### config.mk
export PLATFORM = sky130hd
export DESIGN_NAME = flit_rr_arbiter
export DESIGN_NICKNAME = d
export VERILOG_FILES = /design/src/rtl/flit_rr_arbiter.sv
export SDC_FILE = /design/constraint.sdc
export NUM_CORES = 1
export LEC_CHECK = 0
export CORE_ASPECT_RATIO = 1.1
export CORE_UTILIZATION = 39
export DETAILED_ROUTE_END_ITERATION = 7
export PLACE_DENSITY = 0.81
export REMOVE_ABC_BUFFERS = 1
export SETUP_SLACK_MARGIN = 0.5
export SLEW_MARGIN = 20
export SYNTH_ARGS = -nofsm -noshare
export SYNTH_HDL_FRONTEND = slang
export SYNTH_SLANG_ARGS = --single-unit
### constraint.sdc
create_clock -name clk -period 3.6 [get_ports clk]
set_input_delay 0.54 -clock clk [delete_from_list [all_inputs] [get_ports clk]]
set_output_delay 0.54 -clock clk [all_outputs]
set_load 0.03 [all_outputs]
### src/rtl/flit_rr_arbiter.sv
// flit_rr_arbiter
// Packet-granular round-robin arbiter feeding one 48-bit flit stream to the
// depacketizer. A source that wins keeps the grant until its tail flit
// (header == TAIL_MARK) transfers, so packets never interleave. A one-entry
// output register decouples the sources from downstream, and a watchdog
// releases a grant whose owner stops presenting flits for TIMEOUT cycles.
//
// Ports:
//   clk, reset      clock, asynchronous active-high reset
//   src_flit        packed source flits, source i at [48*i+47:48*i]
//   src_valid       per-source flit present
//   src_ready       per-source accept (valid & ready = transfer)
//   out_flit        registered flit to the depacketizer
//   out_valid       out_flit holds a valid flit
//   out_ready       downstream accepts out_flit
//   grant_id        locked source, or last granted source when idle
//   busy            high while a packet holds the grant
//   timeout_err     sticky, set when the watchdog forces a release
//   pkt_count       number of tail flits accepted (wrapping)
//
// FSM states:
//   state  | meaning
//   IDLE   | no packet in progress, arbitrate round-robin from rr_ptr
//   LOCKED | grant_id owns the output until its tail flit or a timeout
module flit_rr_arbiter #(
    parameter int          NUM_SRC   = 4,
    parameter logic [15:0] TAIL_MARK = 16'hFFFF,
    parameter int          TIMEOUT   = 64
) (
    input  logic                         clk,
    input  logic                         reset,
    input  logic [NUM_SRC*48-1:0]        src_flit,
    input  logic [NUM_SRC-1:0]           src_valid,
    output logic [NUM_SRC-1:0]           src_ready,
    output logic [47:0]                  out_flit,
    output logic                         out_valid,
    input  logic                         out_ready,
    output logic [$clog2(NUM_SRC)-1:0]   grant_id,
    output logic                         busy,
    output logic                         timeout_err,
    output logic [15:0]                  pkt_count
);

    localparam int GW = $clog2(NUM_SRC);
    localparam int IW = GW + 1;
    localparam int SW = (TIMEOUT > 1) ? $clog2(TIMEOUT) : 1;

    localparam logic [GW-1:0] LAST_SRC   = GW'(NUM_SRC - 1);
    localparam logic [GW-1:0] ONE_SRC    = GW'(1);
    localparam logic [SW-1:0] STALL_LAST = SW'(TIMEOUT - 1);

    typedef enum logic {IDLE, LOCKED} state_t;

    state_t         state;
    logic [GW-1:0]  rr_ptr;
    logic [SW-1:0]  stall_cnt;

    logic           load_en;
    logic [GW-1:0]  pick;
    logic           found;
    logic [IW-1:0]  scan_idx;
    logic [GW-1:0]  sel;
    logic [47:0]    sel_flit;
    logic           ready_bit;
    logic           accept;
    logic           is_tail;

    function automatic logic [GW-1:0] next_src(input logic [GW-1:0] g);
        return (g == LAST_SRC) ? '0 : g + ONE_SRC;
    endfunction

    assign load_en = !out_valid || out_ready;

    // First valid source at or after rr_ptr, wrapping modulo NUM_SRC
    // (NUM_SRC need not be a power of two, so the wrap is explicit).
    always_comb begin
        pick     = '0;
        found    = 1'b0;
        scan_idx = '0;
        for (int k = 0; k < NUM_SRC; k++) begin
            scan_idx = {1'b0, rr_ptr} + IW'(k);
            if (scan_idx >= IW'(NUM_SRC))
                scan_idx = scan_idx - IW'(NUM_SRC);
            if (!found && src_valid[scan_idx[GW-1:0]]) begin
                pick  = scan_idx[GW-1:0];
                found = 1'b1;
            end
        end
    end

    // While locked, the owner sees ready whenever the output can load,
    // whether or not it is presenting a flit.
    assign sel       = (state == LOCKED) ? grant_id : pick;
    assign ready_bit = (state == LOCKED) ? load_en : (load_en && found);

    always_comb begin
        sel_flit  = '0;
        src_ready = '0;
        for (int i = 0; i < NUM_SRC; i++) begin
            if (sel == GW'(i)) begin
                sel_flit     = src_flit[48*i +: 48];
                src_ready[i] = ready_bit;
            end
        end
    end

    assign accept  = |(src_ready & src_valid);
    assign is_tail = (sel_flit[47:32] == TAIL_MARK);

    always_ff @(posedge clk or posedge reset) begin
        if (reset) begin
            state       <= IDLE;
            rr_ptr      <= '0;
            stall_cnt   <= '0;
            out_flit    <= '0;
            out_valid   <= 1'b0;
            grant_id    <= '0;
            busy        <= 1'b0;
            timeout_err <= 1'b0;
            pkt_count   <= '0;
        end else begin
            if (accept) begin
                out_flit  <= sel_flit;
                out_valid <= 1'b1;
            end else if (out_ready) begin
                out_valid <= 1'b0;
            end

            case (state)
                IDLE: begin
                    if (accept) begin
                        grant_id  <= pick;
                        stall_cnt <= '0;
                        if (is_tail) begin
                            rr_ptr    <= next_src(pick);
                            pkt_count <= pkt_count + 16'd1;
                        end else begin
                            state <= LOCKED;
                            busy  <= 1'b1;
                        end
                    end
                end
                LOCKED: begin
                    if (accept) begin
                        stall_cnt <= '0;
                        if (is_tail) begin
                            state     <= IDLE;
                            busy      <= 1'b0;
                            rr_ptr    <= next_src(grant_id);
                            pkt_count <= pkt_count + 16'd1;
                        end
                    end else if (load_en) begin
                        // Starved cycle: owner could send but did not.
                        if (stall_cnt == STALL_LAST) begin
                            state       <= IDLE;
                            busy        <= 1'b0;
                            timeout_err <= 1'b1;
                            rr_ptr      <= next_src(grant_id);
                            stall_cnt   <= '0;
                        end else begin
                            stall_cnt <= stall_cnt + SW'(1);
                        end
                    end
                end
            endcase
        end
    end

endmodule

---- After elaboration in Yosys (flattened, before gate mapping) ----
Cells that the tools add are included.
word-level totals
  register bits ........................... 78
  word-level logic and storage cells ...... 123
  output and inout bits ................... 73
cells by class
  order comparisons ....................... 8
  reductions and logical operators ........ 18
  $add $sub $neg .......................... 11
  bitwise logic cells ..................... 3
  multiplexer cells ....................... 61
  equal/unequal tests ..................... 13
operators with widths
  operator                 number
  $mux W48                 4
  $mux W2                  17
  $mux W16                 2
  $mux W1                  26
  $mux W6                  4
  $add A16 B1 Y16 const B  1
  $eq A16 B16 Y1 const B   1
  $lt A2 B3 Y1 const B     4
  $pmux W6 S2              1
  $reduce_and A5 Y1        2
  $ge A3 B3 Y1 const B     3
  $bmux W1 S2              4
  $eq A2 B2 Y1 const B     4
  $sub A2 B1 Y2 const B    4
  $add A2 B2 Y3 const B    2
  $add A6 B1 Y6 const B    1
  $eq A6 B6 Y1 const B     1
  $ne A2 B2 Y1 const B     3
  $ne A3 B1 Y1 const B     2
  $reduce_and A2 Y1        3
  $add A2 B1 Y2 const B    2
  $and A4 B4 Y4            1
  $logic_and A1 B1 Y1      4
  $logic_not A1 Y1         4
  12 further kinds         14

---- Logic depth before layout (Yosys ltp) ----
Gate-level depths: netlist (run 1).
  depth in word-level cells ............... 24
  gate-level depth with buffers ........... 13
  mapped depth without buffers ............ 10

---- Worst setup path before layout (run 1) ----
Ideal clock, no wire load.
  kind .................................... input-to-reg
  start point ............................. input port src_valid[0]
  end point ............................... register pkt_count[1]
  stages .................................. 11
  required time ........................... 3473 ps
  arrival ................................. 2965 ps
  slack ................................... 507 ps
  path buffers ............................ 2
  cells stage by stage .................... a21oi_1 -> o21ai_1 -> o2bb2a_1 -> mux2i_2 -> buf_2 -> mux2i_1 -> nand4_1 -> nor4_4 -> nor2b_1 -> buf_4 -> mux2_1
on the way
  word-level cells in the longest chain between the ends .. 20
RTL lines
  item                             line  text
  start: declaration               33    input logic [NUM_SRC-1:0] src_valid,
  $bmux W1 S2                      84    if (!found && src_valid[scan_idx[GW-1:0]]) begin
  $mux W1 (implied by the code)    84
  $mux W1                          84
  $logic_not A1 Y1                 84
  $logic_and A1 B1 Y1              84
  $mux W1                          84
  $logic_not A1 Y1                 84
  $logic_and A1 B1 Y1              84
  $mux W1                          84
  $logic_not A1 Y1                 84
  $logic_and A1 B1 Y1              84
  $mux W2                          84
  $mux W2                          93    assign sel = (state == LOCKED) ? grant_id : pick;
  $logic_not A2 Y1                 100   if (sel == GW'(i)) begin
  $mux W48 (4 in a row)            100
  $eq A16 B16 Y1                   108   assign is_tail = (sel_flit[47:32] == TAIL_MARK);
  $reduce_and A2 Y1 (no line) (*)  -
  end signal: assignment           136   pkt_count <= pkt_count + 16'd1;
  end signal: assignment           150   pkt_count <= pkt_count + 16'd1;
  end: declaration                 41    output logic [15:0] pkt_count
Mark *: on every way between the ends. The rest lies on a longest branch, timed or not. The select of a mux whose other input is x is not followed.
A chain may end at the register's enable or synchronous reset.

---- Worst setup path in the final report (run 1) ----
  start point ............................. input port src_valid[1]
  end point ............................... register pkt_count[10]
The elaborated chain is that of the path after synthesis.

==> impl_results.md, run 1 <==
* Routed met2 length at between 9000 and 10000 um
* Worst-path clk slew at ~0.070 ns
* Post-synthesis async set-or-reset flop share at 1.00
* Vias in the first global route at ~5600
* Worst Min Path Start: timeout_err$_DFFE_PP0P_
* Post-Place Setup Slack at -0.195 ns
* Initial drt markers at around 280
* CP Launch Type: input pin
* Slew Limit Fails at 0
* Clk_lat worst skew at 0.33 ns
* IO Count at 272
* Crit path DAT at between 3 and 4 ns
* Largest net degree at the start of global routing at 66
* Status: finished, final reports clean
* Routed WL at ~19000 um
* Total power at between 0.007 and 0.008 W
* Peak VDD IR at between 600 and 700 uV
* Initial antenna violation count at 0
* Mapped Avg Cell Area at approximately 8.2 um^2
* Clk_skew at between 0.01 and 0.015 ns
* Setup ws final at 0.306 ns
* Vias per cell at ~5.3
* Post-Syn Area at between 4000 and 5000 um^2
* Clock share of power at 0.153
* Cell-internal power at roughly 0.0042 W
* Power Density at ~840 nW/um^2
* DIE HEIGHT at approximately 120 um
* RSZ-0062 raised after global routing: yes
* Number of port buffers at between 200 and 300
* Drt pass-1 iters at 6
* Combinational share of power at 0.656
* Initial core utilization at 0.402
* RR Startpoint: rr_ptr[1]$_DFFE_PP0P_
* Wl on met1 at approximately 7300 um
* Switch share at 0.429
* Core ar. at between 10000 and 15000 um^2
* Dpl hpwl at 12500 um
* Worst min-delay path class: reg -> reg
* Max_cap viols at 0
* First-pass GRT wire length at around 28000 um
* Critical path origin: src_valid[1]
* Flops & latches, synth at slightly below 80
* Tmin final at ~3.3 ns
* Htree depth at 3
* Fraction of layout cells with a size suffix above 1 at 0.148
* Post-synthesis cell type count at 42
* GRT overflow at 0
* Leak at 3.94 nW
* Finished Layout Cells at about 1100
* Cell count after synthesis at 593
* Hold Slack at roughly 0.46 ns
* Die area at approximately 13000 um^2
* Final setup violating endpoints at 0
* Final nets at between 1000 and 1500
* Sinks on the clock net at 78
* DRC at 0
* GRT Util Overall at 0.281
* DR top layer: met4
* Switch Pwr at 0.00319 W
* CTS tree: done
* CTS buffer count at 9
* Post-synth EDFFs at 0
* Row Count at 42
* Top FF cell, synth: dfrtp_1
* WP data required at roughly 3.8 ns
* GPL Wtd Cong at approximately 0.93
* Cts hold-fix bufs at 0
* Seq pwr share at 0.191
* CP Capture Type: flop
* Critical path type: in -> reg
* Max FO, Critical Path at 8
* Inserted Diodes at 0
* Via count at between 5000 and 6000
* Tcrit/Tclk final at 0.915
* Syn. warnings at 0
* Seq/Total Area, Yosys at 0.402
* Wire length per cell at approximately 18 um
* Post-Place Cells at between 1000 and 1500
* F_max at 0.304 GHz
* DIE WIDTH at 108 um
* Metal3 WL at approximately 1100 um
* Worst slew margin at 0.512
* Area Growth Syn to Fin at 81.2%
* Clock root cell: clkbuf_16
* Maximum clock insertion buffer count at 2
* Hold Vio Cnt, Final at 0
* Post-route ant nets at 0
* Utilization after layout at 0.728
* Worst Tran Pin Value at approximately 0.73 ns
## stage by stage
stage	setup TNS, ns	area (um^2)
after floorplan	-399.47	4670
after global placement	-0.289	7810
after detailed placement	-2.26	7810
after CTS	0	8560
after global routing	0	8800
final	0	8800
## cell families after synthesis
family          count (synthesis)  synth area share
simple gates                  322             0.290
flops                          78             0.402
mux                            76             0.163
compound gates                 55            0.0646
buf+inv                        42            0.0425
xor+xnor                       17            0.0306
fa+ha+maj                       3           0.00772
## registers in the layout, summed over array words and instances, names as in the netlist
name,count
rr_ptr,2
pkt_count,16
grant_id,2
state,1
out_flit,48
busy,1
stall_cnt,6
timeout_err,1
out_valid,1
## power groups by stage
stage               combinational [W]  sequential [W]  clock, W
floorplan                     0.00209         0.00195         0
global placement              0.00389         0.00141         0
detailed placement            0.00399         0.00142         0
CTS                           0.00455         0.00141   0.00114
global route                  0.00520         0.00146   0.00120
finish                        0.00488         0.00142   0.00114
## cell type report
| class | instances | area, um^2 |
|---|---|---|
| Multi-Input combinational cell | 473 | 2890 |
| Tap cell | 154 | 193 |
| Sequential cell | 78 | 1950 |
| Inverter | 4 | 16.3 |
| Timing Repair Buffer | 330 | 3380 |
| Clock buffer | 11 | 243 |
| Clock inverter | 5 | 129 |
| Fill cell | 845 | 3280 |
## per-layer routing
layer  up-vias  track usage
li1       2621            -
met1      2680        0.323
met2       245        0.489
met3        62       0.0520
met4         0        0.147
met5         -            0
## critical path, cell delays in order
cell	delay [ns]
dlygate4sd2_1	0.30
a21oi_1	0.09
o21ai_2	0.14
o2bb2a_4	0.19
mux2i_4	0.23
buf_12	0.16
buf_12	0.16
mux2i_2	0.24
nand4_1	0.23
nor4_4	0.33
buf_4	0.17
nor3b_4	0.31
buf_4	0.18
nand2_2	0.05
xnor2_1	0.15
## cells in the final DEF (no fill, tap or decap), drive strengths merged, types with 4 or more instances in the layout
| cell | count |
|---|---|
| nor2 | 12 |
| nor3 | 4 |
| inv | 4 |
| a21oi | 4 |
| dfrtp | 78 |
| bufinv | 4 |
| nand2 | 203 |
| and3 | 6 |
| nand4 | 12 |
| mux2i | 55 |
| clkbuf | 13 |
| clkdlybuf4s50 | 263 |
| mux2 | 21 |
| o21ai | 42 |
| nand3 | 74 |
| buf | 60 |
| xnor2 | 15 |
## worst paths after layout
path	cells past startpoint	slack (ns)	endpoint
worst max-delay path	15	0.31	pkt_count[10]$_DFFE_PP0P_
worst min register to register	1	0.46	timeout_err$_DFFE_PP0P_
min in group asynchronous	2	0.63	busy$_DFFE_PP0P_
max in group asynchronous	3	2.22	out_flit[25]$_DFFE_PP0P_
worst max register to register	15	0.32	pkt_count[10]$_DFFE_PP0P_
worst min-delay path	1	0.46	timeout_err$_DFFE_PP0P_
## cells in the mapped netlist, types with 2 or more instances
cell,count,area [um^2]
mux2_1,2,22.5
buf_1,9,33.8
xor2_1,2,17.5
mux2i_1,54,541
nand2_1,203,762
and3_1,6,37.5
buf_2,5,25.0
ha_1,3,37.5
o21ai_1,2,10.0
nand4_1,12,75.1
xnor2_1,15,131
clkbuf_1,19,71.3
dfrtp_1,78,1950
inv_1,4,15.0
nor2_1,12,45.0
nand2b_1,2,12.5
nor3_1,4,20.0
o21ai_0,40,200
a21oi_1,4,20.0
mux2_2,19,214
buf_4,2,15.0
nor2b_1,3,18.8
nand3_1,74,370
## timing repair
action	4_1_cts	5_1_grt
setup endpoints to repair	73	27
pin swaps	9	10
cloned	4	2
buffers inserted	18	11
resized for setup	40	26
(Power assumes the default switching activity.)
==> run 2: changes to the inputs <==
- CAP_MARGIN: unset -> 20
==> results of run 2 <==
Final layout, timing and power as in run 1 (identical DEF).
==> run 3: changes to the inputs <==
- ABC_AREA: unset -> 1
- CORE_UTILIZATION: 39 -> 41
- PLACE_DENSITY: 0.81 -> 0.82
==> run 3 against run 2 <==
Compared with the run above: the flow now finishes with violations (design-rule violations); wire length up 8.9%; critical path depth down 1; final cell count up 16%; sequential power up 5%; fmax up 8.1%.
==> impl_results.md, run 3 <==
* Status: finished, violations left (was finished, final reports clean)
* Failing checks: design-rule violations
* Die area at 13800 um^2 (was 12900 um^2)
* Slew Limit Fails at 0 (unchanged)
* Crit path DAT at 2.51 ns (was 3.50 ns)
* Stages on worst setup path at 14 (was 15)
* Placed cell area at 8270 um^2 (was 7810 um^2)
* Critical path type: reg -> out (was in -> reg)
* DIE HEIGHT at 123 um (was 119 um)
* Combinational share of power at 0.749 (was 0.656)
* Vias per cell at 5.26 (was 5.32)
* Crit path top cell by count: nand2_2
* Cts hold-fix bufs at 0 (unchanged)
* Clock share of power at 0.090 (was 0.153)
* Initial drt markers at 438 (was 281)
* Peak VDD IR at 521 uV (was 688 uV)
* Worst min-delay path class: reg -> reg (unchanged)
* Dpl hpwl at 14900 um (was 12500 um)
* First-pass GRT wire length at 29600 um (was 27900 um)
* Largest family of logic cells by synthesized area: simple AND/OR/NAND/NOR gates (unchanged)
* Top FF cell, synth: dfrtp_1 (unchanged)
* Synth top area cells: dfrtp_1, nand2_1, nor2_1, inv_1, nand3_1 (was dfrtp_1, nand2_1, mux2i_1, nand3_1, mux2_2)
* Max reg flops at 48 (unchanged)
* Clk_skew at 0.00605 ns (was 0.0129 ns)
* Clock root cell: clkbuf_16 (unchanged)
* CTS buffer count at 9 (unchanged)
* Row Count at 43 (was 42)
* Sinks on the clock net at 78 (unchanged)
* Tcrit/Tclk final at 0.846 (was 0.915)
* R2R depth at 21 (was 15)
* Cell count after synthesis at 764 (was 593)
* Crit path largest cell delay at 0.47 ns (was 0.33 ns)
* Switch Pwr at 0.00476 W (was 0.00319 W)
* Post-route ant nets at 0 (unchanged)
* Initial antenna violation count at 0 (unchanged)
* Total power at 0.00923 W (was 0.00743 W)
* Flops & latches, synth at 78 (unchanged)
* Hold Vio Cnt, Final at 0 (unchanged)
* Final Cell Area at 9080 um^2 (was 8800 um^2)
* Clk_lat worst skew at 0.34 ns (was 0.33 ns)
* Initial core utilization at 0.427 (was 0.402)
* Top Registers: out_flit x48, pkt_count x16, stall_cnt x6 (unchanged)
* Critical path origin: rr_ptr[0]$_DFFE_PP0P_ (was src_valid[1])
* Core ar. at 12800 um^2 (was 12100 um^2)
* Tmin final at 3.05 ns (was 3.29 ns)
* Most common cell in the netlist: nand2_1 (unchanged)
* Power Density at 1020 nW/um^2 (was 844 nW/um^2)
* Post-synth EDFFs at 0 (unchanged)
* Seq/Total Area, Yosys at 0.357 (was 0.402)
* Reg-to-reg setup timing slack at 0.57 ns (was 0.32 ns)
* GRT overflow at 0 (unchanged)
* Commonest non-fill, non-tap cell in the layout: clkdlybuf4s50_1 (unchanged)
* Routed WL at 20400 um (was 18700 um)
* Final nets at 1263 (was 1098)
* Worst-path clk slew at 0.06 ns (was 0.07 ns)
* Post-synthesis cell type count at 41 (was 42)
* Post-Synth Simple-Gate Area at 0.352 (was 0.290)
* Vias in the first global route at 5788 (was 5577)
* Leak at 4.13 nW (was 3.94 nW)
* RSZ-0062 raised after global routing: yes (unchanged)
* Total Neg Setup Slack at 0 ns (unchanged)
* Crit path buf inv count at 4 (was 5)
* Number of port buffers at 271 (unchanged)
* RR Startpoint: rr_ptr[0]$_DFFE_PP0P_ (was rr_ptr[1]$_DFFE_PP0P_)
* GRT Util Overall at 0.278 (was 0.281)
* Syn. warnings at 0 (unchanged)
* Mapped Avg Cell Area at 7.16 um^2 (was 8.20 um^2)
* Cell-internal power at 0.00447 W (was 0.00424 W)
* Post-Syn Area at 5470 um^2 (was 4860 um^2)
* WP data required at 3.06 ns (was 3.81 ns)
* Maximum clock insertion buffer count at 2 (unchanged)
* DRC at 9 (was 0)
* Post-Place Setup Slack at 0.0103 ns (was -0.195 ns)
* Crit path cell chain: buf_4 > nand2_2 > nand2_2 > nand2_2 > nand2_1 > nor2_4 > nand3_4 > nand3_4 > a21oi_4 > buf_6 > nor2_8 > inv_1 > nor2_2 > buf_6 (was dlygate4sd2_1 > a21oi_1 > o21ai_2 > o2bb2a_4 > mux2i_4 > buf_12 > buf_12 > mux2i_2 > nand4_1 > nor4_4 > buf_4 > nor3b_4 > buf_4 > nand2_2 > xnor2_1)
* Largest register by flop count: out_flit (unchanged)
* Fraction of layout cells with a size suffix above 1 at 0.152 (was 0.148)
* List of most frequent post-synthesis cells: nand2_1, nor2_1, inv_1 (was nand2_1, dfrtp_1, nand3_1)
* Worst slew margin at 0.515 (was 0.512)
* Switch share at 0.516 (was 0.429)
* Inserted Diodes at 0 (unchanged)
* Worst Tran Pin Value at 0.726 ns (was 0.731 ns)
* Synth Area in Compound Gates at 0.147 (was 0.0646)
* Final setup violating endpoints at 0 (unchanged)
* F_max at 0.328 GHz (was 0.304 GHz)
* Seq pwr share at 0.161 (was 0.191)
* CP Capture Type: output port (was flop)
* GPL Wtd Cong at 0.903 (was 0.932)
* Max_cap viols at 0 (unchanged)
* Cell at the slowest stage of the critical path: dfrtp_2 (was nor4_4)
* Hold Slack at 0.457 ns (was 0.459 ns)
* Synth area leader: dfrtp_1 (unchanged)
* CP Launch Type: flop (was input pin)
* IO Count at 272 (unchanged)
* Area Growth Syn to Fin at 65.9% (was 81.2%)
* Top cell type's share of synthesized area at 0.357 (was 0.402)
* DIE WIDTH at 112 um (was 108 um)
* Synth Area in XOR/XNOR at 0.0272 (was 0.0306)
* CTS tree: done (unchanged)
* Largest net degree at the start of global routing at 79 (was 66)
* Adder-cell area share of the yosys netlist at 0.00686 (was 0.00772)
* Most frequent cells in the layout: clkdlybuf4s50_1, nand2_1, nor2_1 (was clkdlybuf4s50_1, nand2_1, dfrtp_1)
* RR Endpoint: pkt_count[2]$_DFFE_PP0P_ (was pkt_count[10]$_DFFE_PP0P_)
* Max FO, Critical Path at 7 (was 8)
* Htree depth at 3 (unchanged)
* Via count at 6435 (was 5608)
* Setup ws final at 0.553 ns (was 0.306 ns)
* Top delay family on crit path: simple AND/OR/NAND/NOR gates (was buffers and inverters)
* CP endpoint: src_ready[0] (was pkt_count[10]$_DFFE_PP0P_)
* Wire length per cell at 16.6 um (was 17.7 um)
* Post-synthesis async set-or-reset flop share at 1.00 (unchanged)
* Fraction of synthesized area in multiplexers at 0 (was 0.163)
* Drt pass-1 iters at 8 (was 6)
run 3: changes by cell type in the layout (fill, tap and decap cells not counted), moves of 14 or more:
cell | previous run | this run
inv_1 | 2 | 80
nor2_1 | 10 | 83
a31oi_1 | 1 | 40
mux2i_1 | 38 | 0
nand2_2 | 1 | 35
nand3_1 | 74 | 48
a221oi_1 | 0 | 21
mux2_2 | 19 | 0
nand2_1 | 202 | 188
run 3: power groups by stage:
stage / clock, W / sequential [W] / combinational [W]
finish: 0.000828 / 0.00149 / 0.00691
global route: 0.000884 / 0.00153 / 0.00752
CTS: 0.000839 / 0.00149 / 0.00625
detailed placement: 0 / 0.00150 / 0.00600
global placement: 0 / 0.00149 / 0.00591
floorplan: 0 / 0.00203 / 0.00324
run 3: kinds of logic after synthesis:
kind of cell    Yosys count
simple gates            415
buf+inv                 130
compound gates          121
flops                    78
xor+xnor                 17
fa+ha+maj                 3
run 3: what timing repair did:
action	4_1_cts	5_1_grt
pin swaps	4	17
resized for setup	10	55
endpoints found under the setup margin	27	74
gates cloned	2	4
buffers inserted	10	20
run 3: worst min-delay path by stage:
stage	startpoint	end	slack, ns	cells past startpoint
global route	timeout_err$_DFFE_PP0P_	timeout_err$_DFFE_PP0P_	0.48	1
detailed placement	stall_cnt[5]$_DFFE_PP0P_	stall_cnt[5]$_DFFE_PP0P_	0.46	1
floorplan	stall_cnt[5]$_DFFE_PP0P_	stall_cnt[5]$_DFFE_PP0P_	0.43	1
finish	stall_cnt[5]$_DFFE_PP0P_	stall_cnt[5]$_DFFE_PP0P_	0.46	1
global placement	stall_cnt[5]$_DFFE_PP0P_	stall_cnt[5]$_DFFE_PP0P_	0.45	1
CTS	stall_cnt[5]$_DFFE_PP0P_	stall_cnt[5]$_DFFE_PP0P_	0.46	1
run 3: metrics by stage:
step                instances   util
finish                   1223  0.709
global route             1223  0.709
CTS                      1199  0.678
detailed placement       1171  0.646
global placement         1171  0.646
floorplan                 728      -
run 3: layer usage:
layer  global-route usage  vias up  wire length (um)
li1                     -     3103                 -
met2                0.470      309              9900
met1                0.343     2972              8060
met4               0.0925        0               627
met3               0.0809       51              1760
met5                    0        -                 0
run 3: cell type report:
cell class / instances / area (um^2)
fill: 1003 / 3730
timing repair buffer: 318 / 3190
multi-input combinational: 560 / 3110
sequential: 78 / 1950
inverter: 94 / 370
clock buffer: 15 / 258
tap: 157 / 196
clock inverter: 1 / 5.00
